`config.mk`:
```
export PLATFORM = sky130hd
export DESIGN_NAME = game_screen_sequencer
export DESIGN_NICKNAME = d
export VERILOG_FILES = /design/src/rtl/game_screen_sequencer.sv
export SDC_FILE = /design/constraint.sdc
export NUM_CORES = 1
export LEC_CHECK = 0
export BUFFER_PORTS_ARGS = -buffer_cell sky130_fd_sc_hd__buf_2
export CAP_MARGIN = 10
export CORE_ASPECT_RATIO = 0.75
export CORE_UTILIZATION = 38
export CTS_BUF_LIST = sky130_fd_sc_hd__clkbuf_8
export CTS_CLUSTER_DIAMETER = 60
export DETAILED_ROUTE_END_ITERATION = 16
export PLACE_DENSITY = 0.8
export SLEW_MARGIN = 40
export SYNTH_ARGS = -nofsm -noshare
export SYNTH_HDL_FRONTEND = slang
export SYNTH_SLANG_ARGS = --single-unit
```
`constraint.sdc`:
```
create_clock -name clk -period 2.35 [get_ports clk]
set_input_delay 0.705 -clock clk [delete_from_list [all_inputs] [get_ports clk]]
set_output_delay 0.705 -clock clk [all_outputs]
set_load 0.05 [all_outputs]
```
`src/rtl/game_screen_sequencer.sv`:
```
// Screen sequencer for the OLED game path: picks one of NUM_SCREENS pixel streams,
// with edge-detected next/prev navigation, optional wrap, auto-advance and blanking.
module game_screen_sequencer #(
    parameter int NUM_SCREENS  = 13,
    parameter int IDX_W        = 4,
    parameter int AUTO_CYCLES  = 0,
    parameter int BLANK_CYCLES = 0,
    parameter int WRAP         = 1
) (
    input  logic                      clk,
    input  logic                      rst,
    input  logic                      sw,
    input  logic                      btnR,
    input  logic                      btnL,
    input  logic [NUM_SCREENS*16-1:0] screen_data,
    output logic [15:0]               oled_data,
    output logic [IDX_W-1:0]          screen_idx,
    output logic                      active,
    output logic                      changed
);
    localparam int TW = (AUTO_CYCLES > 1) ? $clog2(AUTO_CYCLES) : 1;
    localparam int BW = (BLANK_CYCLES > 1) ? $clog2(BLANK_CYCLES) : 1;
    localparam logic [TW-1:0]    T_LAST   = TW'((AUTO_CYCLES > 0) ? AUTO_CYCLES - 1 : 0);
    localparam logic [BW-1:0]    B_LAST   = BW'((BLANK_CYCLES > 0) ? BLANK_CYCLES - 1 : 0);
    localparam logic [IDX_W-1:0] IDX_LAST = IDX_W'(NUM_SCREENS - 1);

    typedef enum logic [1:0] {IDLE, SHOW, BLANK} state_t;

    state_t           state_q, state_d;
    logic [IDX_W-1:0] idx_q, idx_d;
    logic [TW-1:0]    timer_q, timer_d;
    logic [BW-1:0]    blank_q, blank_d;
    logic             changed_q, changed_d;
    logic             btnR_q, btnL_q;

    logic             pressR, pressL, btn_ev, auto_ev;
    logic [IDX_W-1:0] next_idx, prev_idx, target;
    logic [15:0]      sel_pixel;

    assign pressR = btnR & ~btnR_q;
    assign pressL = btnL & ~btnL_q;

    // Ends are detected by compare against the last index, so a non-power-of-two count wraps correctly.
    assign next_idx = (idx_q == IDX_LAST) ? ((WRAP != 0) ? '0 : idx_q) : idx_q + 1'b1;
    assign prev_idx = (idx_q == '0) ? ((WRAP != 0) ? IDX_LAST : idx_q) : idx_q - 1'b1;

    always_ff @(posedge clk) begin
        if (rst) begin
            state_q   <= IDLE;
            idx_q     <= '0;
            timer_q   <= '0;
            blank_q   <= '0;
            changed_q <= 1'b0;
            btnR_q    <= 1'b1;
            btnL_q    <= 1'b1;
        end else begin
            state_q   <= state_d;
            idx_q     <= idx_d;
            timer_q   <= timer_d;
            blank_q   <= blank_d;
            changed_q <= changed_d;
            btnR_q    <= btnR;
            btnL_q    <= btnL;
        end
    end

    always_comb begin
        state_d   = state_q;
        idx_d     = idx_q;
        timer_d   = timer_q;
        blank_d   = blank_q;
        changed_d = 1'b0;
        btn_ev    = 1'b0;
        auto_ev   = 1'b0;
        target    = idx_q;
        if (!sw) begin
            state_d = IDLE;
            idx_d   = '0;
            timer_d = '0;
            blank_d = '0;
        end else begin
            case (state_q)
                IDLE: begin
                    state_d = SHOW;
                    idx_d   = '0;
                    timer_d = '0;
                    blank_d = '0;
                end
                SHOW: begin
                    // Simultaneous presses cancel each other; a lone press beats the timeout.
                    if (pressR ^ pressL) begin
                        btn_ev = 1'b1;
                        target = pressR ? next_idx : prev_idx;
                    end else if ((AUTO_CYCLES > 0) && (timer_q == T_LAST)) begin
                        auto_ev = 1'b1;
                        target  = next_idx;
                    end
                    if ((btn_ev || auto_ev) && (target != idx_q)) begin
                        idx_d     = target;
                        changed_d = 1'b1;
                        timer_d   = '0;
                        if (BLANK_CYCLES > 0) begin
                            state_d = BLANK;
                            blank_d = '0;
                        end
                    end else if (btn_ev) begin
                        timer_d = '0;
                    end else if ((AUTO_CYCLES > 0) && (timer_q != T_LAST)) begin
                        timer_d = timer_q + 1'b1;
                    end
                end
                BLANK: begin
                    if (blank_q == B_LAST) begin
                        state_d = SHOW;
                        timer_d = '0;
                        blank_d = '0;
                    end else begin
                        blank_d = blank_q + 1'b1;
                    end
                end
                default: state_d = IDLE;
            endcase
        end
    end

    always_comb begin
        sel_pixel = 16'h0000;
        for (int i = 0; i < NUM_SCREENS; i++) begin
            if (idx_q == IDX_W'(i)) sel_pixel = screen_data[16*i +: 16];
        end
    end

    assign oled_data  = (state_q == SHOW) ? sel_pixel : 16'h0000;
    assign active     = (state_q == SHOW);
    assign screen_idx = idx_q;
    assign changed    = changed_q;

endmodule

```
==> qor.csv <==
metric,value,unit
main combinational cell family by area after synthesis,compound AO/OA/AOI/OAI gates,
normalized max-slew margin,65.48,%
VDD IR-drop max,140.3,µV
final worst slack,-595.1,ps
Remaining DRCs,0,
"Top FF cell, synth",dfxtp_1,
via/cell ratio,5.993,
PwrDens,128.1,nW/µm²
failing checks,negative setup slack,
Layout area overhead,105.9,%
Initial Util,39.43,%
"Core Util, Final",81.17,%
CP Launch Type,register,
Placer Congestion,0.9258,
Final Non-Filler Cells,869,
gr usage total,35.43,%
core region area,7953,µm²
# placed instances,849,
first-pass GRT wire length,24090,µm
ys async rst share,0,%
WHS,665.8,ps
Final Hold Fails,0,
Synth Area in XOR/XNOR,0,%
Post-DP HPWL,12190,µm
Synth Instances,481,
Least-Margin Pin Slew,517.8,ps
Clock Sinks,8,
unrepaired setup endpoints after global routing,true,
#FFs+latches synth,8,
clk buf depth,2,
Clock Latency Late Sink,240,ps
max-cap violations,0,
Post-Syn Area per Cell,6.519,µm²
"Distinct cells, synth",43,
remaining antenna violation count after routing,0,
Post-Synthesis Net Count,698,
root buffer cell,clkbuf_8,
proportion of synthesized area in mux cells,0.3192,%
Port Buffer Count,234,
largest net degree at the start of global routing,32,
via count,5208,
number of flops mapped to enable cells by yosys,0,
Yosys top cell area share,9.976,%
ANT cells,0,
Setup CP Type,register to output port,
Simple-Gate Fraction of Synth Area,20.71,%
Hold Startpoint,screen_idx[1],
min-delay worst type,register to register,
Pleak,0.002692,µW
Top-Level Pins,235,
status,"complete, but fails checks",
Max Freq,339.5,MHz
pre-CTS WS,-549.0,ps
leading post-synthesis cells by cell area,"nor2b_1 (10%), a21oi_1 (8.9%), o21ai_0 (6.4%)",
CTS tree,yes,
Hold Buf Count CTS,0,
die footprint,8622,µm²
FILL cells,516,
clk_skew,1.867,ps
clock slew seen by the registers of the worst setup and hold paths,40,ps
crit end category,output port,
Die Y,80.67,µm
H-tree depth,1,
final-stage net count,982,
Reg-to-Reg Start,screen_idx[0],
minimum clock period,2945,ps
Crit Path Max Fanout,8,
Row Count,28,
gr ovfl total,0,
Sequential Area,172.7,µm²
CP required,1640,ps
Yosys Warn Count,0,
initial antenna violation count,0,
DRT Pass-1 Iters,5,
compound-gate portion of the synthesized area,61.13,%
synth cell count leaders,"a21oi_1 (56), nor2b_1 (50), o21ai_0 (40)",
CTS buffer count,3,
WL per Instance,19.62,µm
Post-Syn Area,3136,µm²
drt total wl,17050,µm
area of the multi-input gates,3626,µm²
DIE WIDTH,106.9,µm
number of DRC markers in iteration 0,286,
share of cells above drive strength 1,64.66,%
Power Total,826.7,µW
fin crit share,125.3,%
Crit. Startpoint,screen_idx[1],
vias in the first global route,4894,
post-synth top area cell,nor2b_1,
"Seq/Total Area, Yosys",5.108,%
CP arrival,2240,ps
area share of fa/ha/maj cells after synthesis,1.596,%
"Setup violations, final",16,
"count leader, synth",a21oi_1,
max-slew violations,0,
## cell type report
| type | count | share of cell area (%) |
|---|---|---|
| flip-flops and latches | 8 | 2.675 |
| multi-input cells | 393 | 56.17 |
| well taps | 105 | 2.035 |
| inverters | 21 | 1.299 |
| clock inverters | 1 | 0.05815 |
| clock buffers | 3 | 0.6397 |
| repair buffers | 338 | 37.12 |
## power breakdown
part | switching (µW) | total, µW | internal (µW)
Clock | 60.9 | 175 | 114
Combinational | 261 | 514 | 252
Sequential | 2.39 | 139 | 136
## final timing paths
kind / slack, ps / cells past startpoint / endpoint
min reg2reg: 670 / 3 / screen_idx[1]
min: 670 / 3 / screen_idx[1]
max reg2reg: 650 / 8 / screen_idx[2]
max: -600 / 9 / oled_data[11]
## per-stage QoR
stage          area [µm²]  TNS, ps
2_1_floorplan        3467    -6113
3_3_place_gp         5246    -6633
3_5_place_dp         5246    -7170
4_1_cts              5956    -7920
5_1_grt              6455    -9483
6_report             6455    -8624
## flip-flops by register name (all words and copies together), names as in the netlist
name        cells
screen_idx      4
btnR_q          1
changed         1
btnL_q          1
state_q         1
## cells by family after synthesis
| logic type | Yosys count |
|---|---|
| AO/OA/AOI/OAI | 268 |
| adder cells (fa/ha/maj) | 4 |
| buffers and inverters | 80 |
| flip-flops | 8 |
| multiplexers | 1 |
| AND/OR/NAND/NOR | 120 |
## metal layers
metal	global-route usage (%)	wire [µm]
met3	3.571	1356
met5	0	0
met2	61.74	8201
met4	10.27	555
met1	46.10	6935
## cells in the final DEF, fill, tap and decap left out, drive strengths merged, types with 17 or more instances in the layout
cell / synthesis / layout
o2bb2ai: 17 / 17
o31ai: 30 / 30
a21oi: 56 / 56
o21ai: 64 / 64
inv: 21 / 22
a221oi: 31 / 31
nand2: 29 / 29
nor2: 25 / 25
buf: 30 / 335
nor2b: 50 / 50
## critical path, cell delays in order, from the launching register on
cell       delay [ps]
dfxtp_4           360
buf_12            130
ha_4              170
and2b_4           320
buf_12            160
a221oi_4           70
o31ai_4           270
o2111ai_2         200
o31ai_4           110
buf_6             200
## repair_timing
| action | CTS | global route |
|---|---|---|
| setup endpoints to repair | 16 | 16 |
| gates cloned | 5 | 2 |
| resized for setup | 123 | 68 |
| pin swaps | 34 | 50 |
| buffers inserted | 7 | 10 |
No activity file was read; power rests on OpenSTA's default activity.
